===== config.mk =====
export PLATFORM = sky130hd
export DESIGN_NAME = pid_multi
export DESIGN_NICKNAME = d
export VERILOG_FILES = /design/src/rtl/pid_pkg.sv /design/src/rtl/pid_clamp.sv /design/src/rtl/pid_multi.sv
export SDC_FILE = /design/constraint.sdc
export NUM_CORES = 2
export LEC_CHECK = 0
export CORE_UTILIZATION = 43
export CTS_CLUSTER_SIZE = 10
export DETAILED_ROUTE_END_ITERATION = 8
export GPL_TIMING_DRIVEN = 0
export PLACE_DENSITY_LB_ADDON = 0.05
export SYNTH_ARGS = -nofsm -noshare
export SYNTH_HDL_FRONTEND = slang
export SYNTH_SLANG_ARGS = --single-unit

===== constraint.sdc =====
create_clock -name clk -period 27.8 [get_ports clk]
set_clock_uncertainty 0.2 [all_clocks]
set_input_delay 5.56 -clock clk [delete_from_list [all_inputs] [get_ports clk]]
set_output_delay 5.56 -clock clk [all_outputs]
set_load 0.01 [all_outputs]

===== src/rtl/pid_pkg.sv =====
// Shared types and width helpers for the time-multiplexed PID controller.
// Pure declarations: no latency; no flow control.
package pid_pkg;

    typedef enum logic [2:0] {IDLE, ERR, P, I, D, SUM, DONE} state_t;

    function automatic int err_w(input int dw);
        return dw + 1;
    endfunction

    function automatic int diff_w(input int dw);
        return dw + 2;
    endfunction

    function automatic int mul_w(input int dw, input int iw);
        return (dw + 2 > iw) ? dw + 2 : iw;
    endfunction

    function automatic int acc_w(input int dw, input int gw, input int iw);
        return mul_w(dw, iw) + gw + 2;
    endfunction

endpackage


===== src/rtl/pid_clamp.sv =====
// Signed saturating clamp to [LO, HI], result truncated to OWD bits.
// Combinational, zero latency; no flow control.
module pid_clamp #(
    parameter int                    W   = 17,
    parameter int                    OWD = 16,
    parameter logic signed [W-1:0]   LO  = '0,
    parameter logic signed [W-1:0]   HI  = '0
) (
    input  logic signed [W-1:0] i_val,
    output logic [OWD-1:0]      o_val,
    output logic                o_flag
);

    always_comb begin
        o_val  = i_val[OWD-1:0];
        o_flag = 1'b0;
        if (i_val < LO) begin
            o_val  = LO[OWD-1:0];
            o_flag = 1'b1;
        end else if (i_val > HI) begin
            o_val  = HI[OWD-1:0];
            o_flag = 1'b1;
        end
    end

endmodule


===== src/rtl/pid_multi.sv =====
// CH-channel PID sharing one signed multiplier, 5 cycles per channel.
// done 5*CH+1 cycles after start; no backpressure, start ignored while busy.
module pid_multi
    import pid_pkg::*;
#(
    parameter int CH      = 4,
    parameter int DW      = 16,
    parameter int GW      = 16,
    parameter int FRAC    = 8,
    parameter int IW      = 24,
    parameter int I_LIM   = 65535,
    parameter int OW      = 16,
    parameter int OUT_MIN = 256,
    parameter int OUT_MAX = 65535
) (
    input  logic               clk,
    input  logic               reset,
    input  logic               start,
    input  logic               clear_int,
    input  logic [CH*DW-1:0]   target,
    input  logic [CH*DW-1:0]   measured,
    input  logic [GW-1:0]      kp,
    input  logic [GW-1:0]      ki,
    input  logic [GW-1:0]      kd,
    output logic               busy,
    output logic               done,
    output logic [CH*OW-1:0]   pid_out,
    output logic [CH-1:0]      sat
);

    localparam int EW  = err_w(DW);
    localparam int DFW = diff_w(DW);
    localparam int MW  = mul_w(DW, IW);
    localparam int AW  = acc_w(DW, GW, IW);
    localparam int PW  = GW + 1 + MW;
    localparam int SW  = ((IW > EW) ? IW : EW) + 1;
    localparam int CW  = (CH > 1) ? $clog2(CH) : 1;
    localparam logic [OW-1:0] OMAX = OW'(OUT_MAX);
    localparam logic [OW-1:0] OMIN = OW'(OUT_MIN);
    localparam logic [CW-1:0] LAST = CW'(CH - 1);

    state_t                r_state;
    logic [CW-1:0]         r_ch;
    logic [CH*DW-1:0]      r_tgt, r_meas;
    logic [GW-1:0]         r_kp, r_ki, r_kd;
    logic signed [EW-1:0]  r_e;
    logic signed [IW-1:0]  r_inew;
    logic signed [AW-1:0]  r_acc;
    logic signed [IW-1:0]  r_integ [CH];
    logic signed [EW-1:0]  r_prev  [CH];
    logic [OW-1:0]         r_out   [CH];
    logic [OW-1:0]         r_sh_out[CH];
    logic [CH-1:0]         r_sat, r_sh_sat;
    logic                  r_busy, r_done, r_clr_pend;

    logic signed [DW-1:0]  w_tgt [CH];
    logic signed [DW-1:0]  w_meas[CH];
    logic signed [EW-1:0]  w_e;
    logic signed [SW-1:0]  w_isum;
    logic signed [IW-1:0]  w_iclamp, w_inext;
    logic                  w_iflag, w_hold;
    logic signed [DFW-1:0] w_diff;
    logic signed [GW:0]    w_a;
    logic signed [MW-1:0]  w_b;
    logic signed [PW-1:0]  w_prod;
    logic signed [AW-1:0]  w_s;
    logic [OW-1:0]         w_out;
    logic                  w_osat;

    for (genvar c = 0; c < CH; c++) begin : g_pack
        assign w_tgt[c]              = r_tgt[c*DW +: DW];
        assign w_meas[c]             = r_meas[c*DW +: DW];
        assign pid_out[c*OW +: OW]   = r_out[c];
    end

    assign w_e    = EW'(w_tgt[r_ch]) - EW'(w_meas[r_ch]);
    assign w_isum = SW'(r_integ[r_ch]) + SW'(r_e);
    assign w_diff = DFW'(r_e) - DFW'(r_prev[r_ch]);

    pid_clamp #(.W(SW), .OWD(IW), .LO(SW'(-I_LIM)), .HI(SW'(I_LIM))) u_iclamp (
        .i_val  (w_isum),
        .o_val  (w_iclamp),
        .o_flag (w_iflag)
    );
    assign w_inext = w_iflag ? w_iclamp : w_isum[IW-1:0];

    // Conditional integration: don't wind further into a limit we already hit.
    assign w_hold = r_sat[r_ch] &&
                    ((r_out[r_ch] == OMAX && !r_e[EW-1] && r_e != '0) ||
                     (r_out[r_ch] == OMIN &&  r_e[EW-1]));

    always_comb begin
        w_a = '0;
        w_b = '0;
        case (r_state)
            P:       begin w_a = {1'b0, r_kp}; w_b = MW'(r_e);    end
            I:       begin w_a = {1'b0, r_ki}; w_b = MW'(r_inew); end
            D:       begin w_a = {1'b0, r_kd}; w_b = MW'(w_diff); end
            default: ;
        endcase
    end
    assign w_prod = PW'(w_a) * PW'(w_b);

    assign w_s = r_acc >>> FRAC;
    pid_clamp #(.W(AW), .OWD(OW), .LO(AW'(OUT_MIN)), .HI(AW'(OUT_MAX))) u_oclamp (
        .i_val  (w_s),
        .o_val  (w_out),
        .o_flag (w_osat)
    );

    always_ff @(posedge clk or posedge reset) begin
        if (reset) begin
            r_state    <= IDLE;
            r_ch       <= '0;
            r_tgt      <= '0;
            r_meas     <= '0;
            r_kp       <= '0;
            r_ki       <= '0;
            r_kd       <= '0;
            r_e        <= '0;
            r_inew     <= '0;
            r_acc      <= '0;
            r_sat      <= '0;
            r_sh_sat   <= '0;
            r_busy     <= 1'b0;
            r_done     <= 1'b0;
            r_clr_pend <= 1'b0;
            for (int c = 0; c < CH; c++) begin
                r_integ[c]  <= '0;
                r_prev[c]   <= '0;
                r_out[c]    <= OMIN;
                r_sh_out[c] <= OMIN;
            end
        end else begin
            r_done <= 1'b0;
            case (r_state)
                IDLE: begin
                    if (clear_int) begin
                        for (int c = 0; c < CH; c++) begin
                            r_integ[c] <= '0;
                            r_prev[c]  <= '0;
                        end
                    end
                    if (start) begin
                        r_tgt   <= target;
                        r_meas  <= measured;
                        r_kp    <= kp;
                        r_ki    <= ki;
                        r_kd    <= kd;
                        r_ch    <= '0;
                        r_busy  <= 1'b1;
                        r_state <= ERR;
                    end
                end
                ERR: begin
                    r_e     <= w_e;
                    r_state <= P;
                end
                P: begin
                    r_acc   <= AW'(w_prod);
                    r_inew  <= w_hold ? r_integ[r_ch] : w_inext;
                    r_state <= I;
                end
                I: begin
                    r_acc         <= r_acc + AW'(w_prod);
                    r_integ[r_ch] <= r_inew;
                    r_state       <= D;
                end
                D: begin
                    r_acc   <= r_acc + AW'(w_prod);
                    r_state <= SUM;
                end
                SUM: begin
                    r_sh_out[r_ch] <= w_out;
                    r_sh_sat[r_ch] <= w_osat;
                    r_prev[r_ch]   <= r_e;
                    if (r_ch == LAST) begin
                        r_state <= DONE;
                    end else begin
                        r_ch    <= r_ch + CW'(1);
                        r_state <= ERR;
                    end
                end
                DONE: begin
                    for (int c = 0; c < CH; c++) r_out[c] <= r_sh_out[c];
                    r_sat  <= r_sh_sat;
                    r_done <= 1'b1;
                    r_busy <= 1'b0;
                    if (r_clr_pend || clear_int) begin
                        for (int c = 0; c < CH; c++) begin
                            r_integ[c] <= '0;
                            r_prev[c]  <= '0;
                        end
                    end
                    r_clr_pend <= 1'b0;
                    r_state    <= IDLE;
                end
                default: r_state <= IDLE;
            endcase
            if (clear_int && r_state != IDLE && r_state != DONE)
                r_clr_pend <= 1'b1;
        end
    end

    assign busy = r_busy;
    assign done = r_done;
    assign sat  = r_sat;

endmodule


==> results.py <==
metrics = {
    "clock_tree": {
        "clk_pin_slew_ns": 0.06,
        "hold_buffers": 0,
        "htree_levels": 3,
        "cts_num_sinks": 567,
        "clockRootBuffer": "clkbuf_16",
        "insertion_delay_ns": 0.66,
        "cts_buffer_depth": 3,
        "ctsResizeCount": 0,
        "cts_setup_buffers": 0,
        "cts_tree": "built",
        "cts_buffers": 71,
    },
    "cells_and_area": {
        "finalNetCount": 5682,
        "area_delta_synth_final_pct": 14.7,
        "drive_above_1_share_pct": 8.65,
        "stdcell_count": 6318,
    },
    "drt": {
        "drt-initial-drc-count": 2897,
        "routed_wl_mm": 153,
        "ant_nets": 0,
        "via_per_inst": 5.55,
        "wl_per_cell_um": 24.2,
        "drc": 0,
        "vias": 35057,
        "dr.pass1.iters": 5,
    },
    "status": {
        "status": "complete, no violations",
    },
    "synth": {
        "yosys.area.top_type_share_pct": 32.1,
        "syn_nets": 5353,
        "ys_warn_count": 0,
        "ys_top_cells_by_area": "dfrtp_1 (32%), fa_1 (17%), nand2_1 (7.9%)",
        "synth.avg_cell_area_um2": 9.50,
        "yosysTopAreaCell": "dfrtp_1",
        "synth_edf_count": 0,
        "syn-instance-count": 4592,
        "seq_area_frac_synth_pct": 32.6,
        "synthDistinctLibCells": 92,
        "mappedNetlistArea_mm2": 0.0436,
        "ys_ff_latch": 567,
        "synthFlopType": "dfrtp_1",
        "async_flop_share_pct": 100,
    },
    "floorplanning": {
        "io_pins": 250,
        "core_area_mm2": 0.100,
        "die_height_um": 320,
        "initial_core_util_pct": 43.5,
        "row_count": 116,
        "dieArea_mm2": 0.103,
        "die_w_um": 320,
    },
    "global_route": {
        "grt_max_degree": 113,
        "antenna_found_initial": 7,
        "grt_pass1_wl_mm": 231,
        "grt_pass1_vias": 35304,
        "grt_usage_pct": 30.3,
        "overflow": 0,
    },
    "sta": {
        "fmaxAchievable_ghz": 0.0590,
        "hold_viol": 0,
        "slew_headroom_pct": 6.60,
        "fin_crit_sh_pct": 61.0,
        "setup_violations": 0,
        "rsz0062_at_grt": "no",
        "fin_ws_ns": 10.85,
        "finalMaxSlewViolations": 0,
        "worst_pin_slew_ns": 1.40,
        "layout_min_cycle_time_ns": 16.95,
    },
    "critical_path": {
        "critPathLaunchType": "register",
        "reg2reg_depth": 50,
        "end_kind": "register",
        "required_ns": 28.10,
        "reg2reg_slack_ns": 10.85,
        "crit_arrival_ns": 17.24,
        "cp_slowest_stage_delay_ns": 0.85,
        "cp_max_fo": 10,
        "criticalPathCategory": "reg -> reg",
        "crit_slowest_cell": "clkbuf_1",
        "path_common_cell": "fa_1",
    },
    "job": {
        "maxCapViolCount": 0,
    },
    "placed_design": {
        "placed_cells": 6205,
        "dp_slack_ns": 11.33,
        "place_congestion": 0.926,
        "port-buffer-count": 249,
        "hpwl_mm": 118,
    },
    "worst_hold_path": {
        "hold_path_class": "reg -> reg",
        "holdPathStages": 2,
    },
}
cells in the final DEF (no fill, tap or decap), types with 9 or more instances in the layout:
cell type        netlist  routed
nand2_1              920     920
dfrtp_1              559     559
inv_1                519     518
fa_1                 374     374
o21ai_0              333     332
nor2_1               263     263
clkdlybuf4s50_1        0     249
clkbuf_1             200     222
ha_1                 207     207
mux2_2               176     176
a21oi_1              155     153
mux4_2                90      90
xnor2_1               74      74
clkbuf_16              0      71
a21o_1                69      69
nand3_1               49      49
o22ai_1               47      47
xor2_1                45      45
nor3_1                43      43
a22oi_1               33      33
o21a_1                33      33
nor2b_1               26      26
nand2b_1              25      25
and2_1                25      25
nor4_1                21      21
and3_1                20      20
o21bai_1              20      20
nand4_1               18      18
o21ai_1               16      17
buf_1                 15      15
a211oi_1              14      14
a31oi_1               11      11
o211ai_1              11      11
or3_1                 10      10
nand3_2               10      10
mux2i_1                9       9
o31ai_1                9       9
o21ai_2                9       9
cell type report:
cell class                 instances  area [um^2]
fill                            9638        50200
multi-input combinational       3279        26600
sequential                       567        14200
timing repair buffer             256         2640
inverter                         520         1960
clock buffer                      98         1930
tap                             1357         1700
buffer                           226          892
clock inverter                    13          139
antenna                            2         5.00
worst paths after layout:
| kind | from | to |
|---|---|---|
| setup / recovery | r_ch[1] | r_acc[40] |
| hold / removal | r_sh_out[24] | pid_out[40] |
| min in group asynchronous | reset | sat[3] |
| max in group asynchronous | reset | r_kp[7] |
| hold reg to reg | r_sh_out[24] | pid_out[40] |
| setup reg to reg | r_ch[1] | r_acc[40] |
registers in the layout, indices dropped and copies added, names as in the netlist, 2 cells and up:
| signal | flops |
|---|---|
| r_prev | 68 |
| pid_out | 64 |
| r_sh_sat | 4 |
| r_ch | 2 |
| r_meas | 64 |
| r_integ | 96 |
| r_e | 17 |
| r_tgt | 64 |
| r_kp | 16 |
| sat | 4 |
| r_kd | 16 |
| r_state | 3 |
| r_inew | 24 |
| r_ki | 16 |
| r_sh_out | 64 |
| r_acc | 42 |
cell families after synthesis:
group | synth area share (%)
and+or+nand+nor | 14.1
AOI/OAI and AO/OA | 11.8
buffers and inverters | 6.52
adders and majority gates | 23.2
DFF | 32.6
muxes | 9.40
xor gates and xnor gates | 2.43
per-stage QoR:
stage / TNS, ns / hold WS (ns) / instance area [um^2] / utilization (%)
3_5_place_dp: 0 / 0.250 / 48000 / 47.8
4_1_cts: 0 / 0.257 / 50000 / 49.9
6_report: 0 / 0.254 / 50000 / 49.9
2_1_floorplan: 0 / 0.235 / 43600 / -
3_3_place_gp: -1157.79 / 0.246 / 47800 / 47.7
5_1_grt: 0 / 0.265 / 50000 / 49.9
critical path: cells and delay by family (launching register included):
family          cells  cell delay, ns
compound gates     21            4.88
xor+xnor            3            0.89
fa+ha+maj          10            4.57
buf+inv            10            4.40
flops               1            0.51
mux                 1            0.44
simple gates        5            0.90
metal layers:
metal | wire length (um) | vias to the layer above | global-route usage [%]
met5 | 9 | - | 0
met4 | 3410 | 2 | 7.19
met3 | 10400 | 162 | 5.40
met2 | 70000 | 1243 | 47.4
met1 | 68900 | 17802 | 43.5
li1 | - | 15848 | -
cells in the mapped netlist, types with 33 or more instances:
cell,instances
o22ai_1,47
nor2_1,263
o21a_1,33
a22oi_1,33
nor3_1,43
dfrtp_1,559
clkbuf_1,200
a21oi_1,155
nand3_1,49
inv_1,519
xnor2_1,74
a21o_1,69
mux2_2,176
mux4_2,90
nand2_1,920
xor2_1,45
o21ai_0,333
ha_1,207
fa_1,374
Power is left out: the tool's default activity adds up to more than one toggle a clock period on the data nets, which glitch-free logic cannot reach.
